## config.mk

```make
export PLATFORM = sky130hd
export DESIGN_NAME = uart_tx_fifo
export DESIGN_NICKNAME = d
export VERILOG_FILES = /design/src/rtl/uart_tx_fifo.sv
export SDC_FILE = /design/constraint.sdc
export NUM_CORES = 1
export LEC_CHECK = 0
export ABC_AREA = 1
export CAP_MARGIN = 15
export CORE_MARGIN = 2
export CORE_UTILIZATION = 41
export CTS_CLUSTER_SIZE = 28
export DETAILED_ROUTE_END_ITERATION = 8
export HOLD_SLACK_MARGIN = 0.06
export SLEW_MARGIN = 20
export SYNTH_ARGS = -nofsm -noshare
export SYNTH_HDL_FRONTEND = slang
export SYNTH_SLANG_ARGS = --single-unit
```

## constraint.sdc

```tcl
create_clock -name clk_100 -period 5.9 [get_ports clk_100]
set_input_delay 1.475 -clock clk_100 [delete_from_list [all_inputs] [get_ports clk_100]]
set_output_delay 1.475 -clock clk_100 [all_outputs]
set_load 0.005 [all_outputs]
```

## src/rtl/uart_tx_fifo.sv

```systemverilog
// Byte-stream serialiser: valid/ready byte input, small synchronous FIFO,
// and an 8N1 UART transmitter clocked from clk_100.
`timescale 1ns/1ps

// state | meaning
// IDLE  | line high, waiting for a byte in the FIFO
// START | start bit (low) for one bit period
// DATA  | eight data bits, LSB first
// STOP  | stop bit (high); may chain straight into the next START
module uart_tx_fifo #(
  parameter int CLK_HZ     = 100_000_000,
  parameter int BAUD       = 115200,
  parameter int FIFO_DEPTH = 16,
  parameter int ADDR_W     = 4
) (
  input  logic              clk_100,
  input  logic              rst,
  input  logic [7:0]        din,
  input  logic              din_valid,
  output logic              din_ready,
  output logic              tx,
  output logic              busy,
  output logic              overflow,
  output logic [ADDR_W:0]   fifo_count
);

  localparam int CLKS_PER_BIT = CLK_HZ / BAUD;
  localparam int CNT_W = (CLKS_PER_BIT > 1) ? $clog2(CLKS_PER_BIT) : 1;
  localparam logic [CNT_W-1:0] BAUD_LAST = CNT_W'(CLKS_PER_BIT - 1);
  localparam logic [ADDR_W:0] FULL = (ADDR_W+1)'(FIFO_DEPTH);

  typedef enum logic [1:0] {IDLE, START, DATA, STOP} state_t;

  state_t            state;
  logic [7:0]        mem [FIFO_DEPTH];
  logic [ADDR_W-1:0] wr_ptr;
  logic [ADDR_W-1:0] rd_ptr;
  logic [CNT_W-1:0]  baud_cnt;
  logic [2:0]        bit_idx;
  logic [7:0]        shift;
  logic              push;
  logic              pop;
  logic              bit_end;
  logic              has_data;

  assign has_data  = (fifo_count != '0);
  assign bit_end   = (baud_cnt == BAUD_LAST);
  assign din_ready = (fifo_count != FULL);
  assign busy      = (state != IDLE) || has_data;
  assign push      = din_valid && din_ready;
  // A pop in STOP lets the next start bit follow with no idle gap.
  assign pop       = has_data && ((state == IDLE) || ((state == STOP) && bit_end));

  always_ff @(posedge clk_100) begin
    if (push) mem[wr_ptr] <= din;
  end

  always_ff @(posedge clk_100) begin
    if (rst) begin
      wr_ptr     <= '0;
      rd_ptr     <= '0;
      fifo_count <= '0;
      overflow   <= 1'b0;
    end else begin
      if (push) wr_ptr <= wr_ptr + ADDR_W'(1);
      if (pop)  rd_ptr <= rd_ptr + ADDR_W'(1);
      case ({push, pop})
        2'b10:   fifo_count <= fifo_count + (ADDR_W+1)'(1);
        2'b01:   fifo_count <= fifo_count - (ADDR_W+1)'(1);
        default: fifo_count <= fifo_count;
      endcase
      if (din_valid && !din_ready) overflow <= 1'b1;
    end
  end

  always_ff @(posedge clk_100) begin
    if (rst) begin
      state    <= IDLE;
      tx       <= 1'b1;
      baud_cnt <= '0;
      bit_idx  <= '0;
      shift    <= '0;
    end else begin
      case (state)
        IDLE: begin
          tx       <= 1'b1;
          baud_cnt <= '0;
          if (pop) begin
            shift <= mem[rd_ptr];
            tx    <= 1'b0;
            state <= START;
          end
        end
        START: begin
          if (bit_end) begin
            baud_cnt <= '0;
            tx       <= shift[0];
            shift    <= shift >> 1;
            bit_idx  <= '0;
            state    <= DATA;
          end else begin
            baud_cnt <= baud_cnt + CNT_W'(1);
          end
        end
        DATA: begin
          if (bit_end) begin
            baud_cnt <= '0;
            if (bit_idx == 3'd7) begin
              tx    <= 1'b1;
              state <= STOP;
            end else begin
              tx      <= shift[0];
              shift   <= shift >> 1;
              bit_idx <= bit_idx + 3'd1;
            end
          end else begin
            baud_cnt <= baud_cnt + CNT_W'(1);
          end
        end
        STOP: begin
          if (bit_end) begin
            baud_cnt <= '0;
            if (pop) begin
              shift <= mem[rd_ptr];
              tx    <= 1'b0;
              state <= START;
            end else begin
              tx    <= 1'b1;
              state <= IDLE;
            end
          end else begin
            baud_cnt <= baud_cnt + CNT_W'(1);
          end
        end
        default: begin
          tx    <= 1'b1;
          state <= IDLE;
        end
      endcase
    end
  end

endmodule

```

==> run metrics <==
cell with the most instances after synthesis=nand2_1; routability cong.=0.838; clk sinks=between 150 and 200; Yosys top cell by area=edfxtp_1; layout overhead on the synthesized area=12.0%; clk_lat worst skew=about 0.42 ns; Storage cell area=between 4000 and 5000 µm²; Max Fclk=0.302 GHz; Critical Path AT=between 1.5 and 2 ns; Logic pwr share=between 20% and 30%; minimum clock period=3.31 ns; setup TNS=0 ns; asr flop ratio synth=0%; starting density of the core=about two fifths; Clock Power Share=a little under a third; highest metal used=met4; worst min path class=flip-flop to flip-flop; Die Area=between 15,000 and 20,000 µm²; largest net degree at the start of global routing=87; Worst Max-Slew Pin Slew=between 0.8 and 0.9 ns; Reg2Reg Depth=15; top-area cell type share of the netlist area=around half; Setup violations, final=0; switching part of the total=approximately 34%; Crit Path Max Fanout=5; Detail Route Antenna Nets=0; P_int=roughly 2300 µW; commonest cells in the netlist=nand2_1 (215), edfxtp_1 (128), nor2_1 (112), inv_1 (84), nand3_1 (81); met2 WL=roughly 7500 µm; post-DP HPWL=slightly below 10,000 µm; R2R setup slack=3.08 ns; via count=between 5,000 and 6,000; WL met1=slightly below 7000 µm; hold path start=baud_cnt[0]; slowest stage delay, CP=just under 0.5 ns; drt initial violations=about 390; hold_ws=roughly 0.45 ns; Hold Crit Depth=1; FILL cells=between 1,500 and 2,000; WS Path Type=flip-flop to output pin; Crit Reg-Reg Startpoint=baud_cnt[0]; VDD IR max=0.239 mV; period utilisation layout=56.2%; met3 routed WL=about 690 µm; Hold Buf Count CTS=0; Hold EP=baud_cnt[0]; clock buffer depth=2; Max Cap Viol=0; sw power=roughly 1200 µW; Final nets=838; DRC Markers=0; Startpoint Class=flip-flop; WL per Instance=approximately 15 µm; number of diodes=0; Via density=between 4 and 5; YS warnings=0; CTS H-tree lvls=4; Synth Flop Type=edfxtp_1; Hold Violations, Final=0; worst path cell trace=inv_1 -> ha_1 -> inv_1 -> nor2_1 -> inv_1 -> clkdlybuf4s50_1; # port buffers=19; io pins=20; Clock Skew=0.00660 ns; gr usage total=approximately 16%; status=finished clean; Flop pwr share=between 40% and 50%; Seq/Total Area, Yosys=between 60 and 70%; Avg Inst Size Synth=between 9 and 10 µm²; Post-Syn Area=between 7000 and 8000 µm²; CTS tree=built; Power Dens Cells=roughly 420 nW/µm²; data required time of the worst path=approximately 4.4 ns; Leakage=between 0.003 and 0.004 µW; setup bufs post-CTS=0; footprint of the multi-input gates=2380 µm²; Rows=49; crit end category=output pin; final WL=15,300 µm; first-pass GRT wire length=roughly 25,000 µm; Syn Nets=827; Die Wd=between 100 and 150 µm; clock-pin slew on the worst setup and hold paths=about 0.06 ns; top area cells in the synthesized netlist=edfxtp_1 (51%), dfxtp_1 (11%), nand2_1 (11%); reg2reg end=fifo_count[4]; CTS root buffer=clkbuf_16; Resized cells post-CTS=0; EDFF count, synth=around 130; unrepaired setup endpoints after global routing=false; initial antenna violation count=0; Syn Inst Count=~800; worst relative slew slack=a little over two fifths; Pre-antenna DRT Iters=5; synth unique cells=37; Final Max Slew Viols=0; synthesis-stage register bit count=170; number of global-route vias before repair=around 4,700; CTS Buf Count=17; Slowest-stage cell, CP=clkdlybuf4s50_1; Critical Path Most Common Cell=inv_1; layout cells sized above 1=5.60%; core area=18,000 µm²; residual overflow from global routing=0; Die Y=140 µm
through the flow:
| step | instance area [µm²] | setup slack, ns | cells | total power, µW | utilization [%] |
|---|---|---|---|---|---|
| floorplan | 7550 | 3.09 | 799 | 2230 | - |
| global placement | 7890 | 2.29 | 1020 | 2500 | 43.8 |
| detailed placement | 7890 | 2.23 | 1020 | 2500 | 43.8 |
| CTS | 8450 | 2.55 | 1051 | 3560 | 46.9 |
| global route | 8450 | 2.45 | 1051 | 3770 | 46.9 |
| finish | 8450 | 2.59 | 1051 | 3530 | 46.9 |
final cells by class:
class | count | area share [%]
Sequential cell | 170 | 55.4
Multi-Input combinational cell | 511 | 28.2
Clock buffer | 20 | 5.17
Inverter | 89 | 3.95
Tap cell | 229 | 3.39
Timing Repair Buffer | 21 | 2.43
Clock inverter | 11 | 1.44
power groups by stage:
| stage | clock network (µW) | registers (µW) | logic (µW) |
|---|---|---|---|
| 6_report | 1060 | 1420 | 1050 |
| 5_1_grt | 1130 | 1430 | 1200 |
| 4_1_cts | 1080 | 1420 | 1060 |
| 3_5_place_dp | 0 | 1440 | 1060 |
| 3_3_place_gp | 0 | 1440 | 1050 |
| 2_1_floorplan | 0 | 1430 | 802 |
per-layer routing:
layer  vias to the layer above  GRT usage (%)
met5                         -              0
met4                         0           6.53
met3                        26           3.92
met2                       111           26.9
met1                      2315           21.2
li1                       2618              -
sequential cells by signal, summed over array words and instances (netlist names), named ones only:
| register | cells |
|---|---|
| wr_ptr | 4 |
| rd_ptr | 4 |
| bit_idx | 3 |
| baud_cnt | 10 |
| state | 2 |
| tx | 1 |
| overflow | 1 |
| shift | 8 |
| mem | 128 |
| fifo_count | 5 |
kinds of logic (layout without fill, tap and decap cells):
group / after synthesis / after routing / synth area share (%)
compound gates: 56 / 56 / 4.05
xor+xnor: 10 / 10 / 1.16
fa+ha+maj: 17 / 17 / 2.82
buf+inv: 118 / 141 / 6.37
flops: 170 / 170 / 62.1
simple gates: 428 / 428 / 23.5
worst max path at each step:
stage / end / slack (ns) / cells after the start / startpoint
CTS: busy / 2.55 / 6 / state[0]
finish: busy / 2.59 / 6 / state[0]
global placement: baud_cnt[5] / 2.29 / 5 / rst
detailed placement: baud_cnt[5] / 2.23 / 5 / rst
global route: busy / 2.45 / 6 / state[0]
floorplan: fifo_count[4] / 3.09 / 11 / din_valid
critical path: cells and delay by family (launching register included):
kind	cells	cell delay [ns]
buffers and inverters	4	0.75
adders and majority gates	1	0.20
and+or+nand+nor	1	0.08
DFF	1	0.40
placed cells by master (no fill, tap or decap), types with 2 or more instances in the layout:
cell and instances:
a211oi_1 3, nor3b_1 2, edfxtp_1 128, xor2_1 9, nand3_1 81, and2_1 2, clkinv_2 2, nand2_4 2
clkbuf_1 3, ha_1 17, inv_2 4, nand2_1 215, dfxtp_1 41, inv_1 84, o21ai_0 18, clkinvlp_4 4
inv_6 2, nor3_1 3, clkinv_1 2, nand2_2 4, bufinv_16 2, clkdlybuf4s50_1 19, a21oi_1 29, buf_4 2
nor2_1 112, clkbuf_16 17
(Power assumes the default switching activity.)
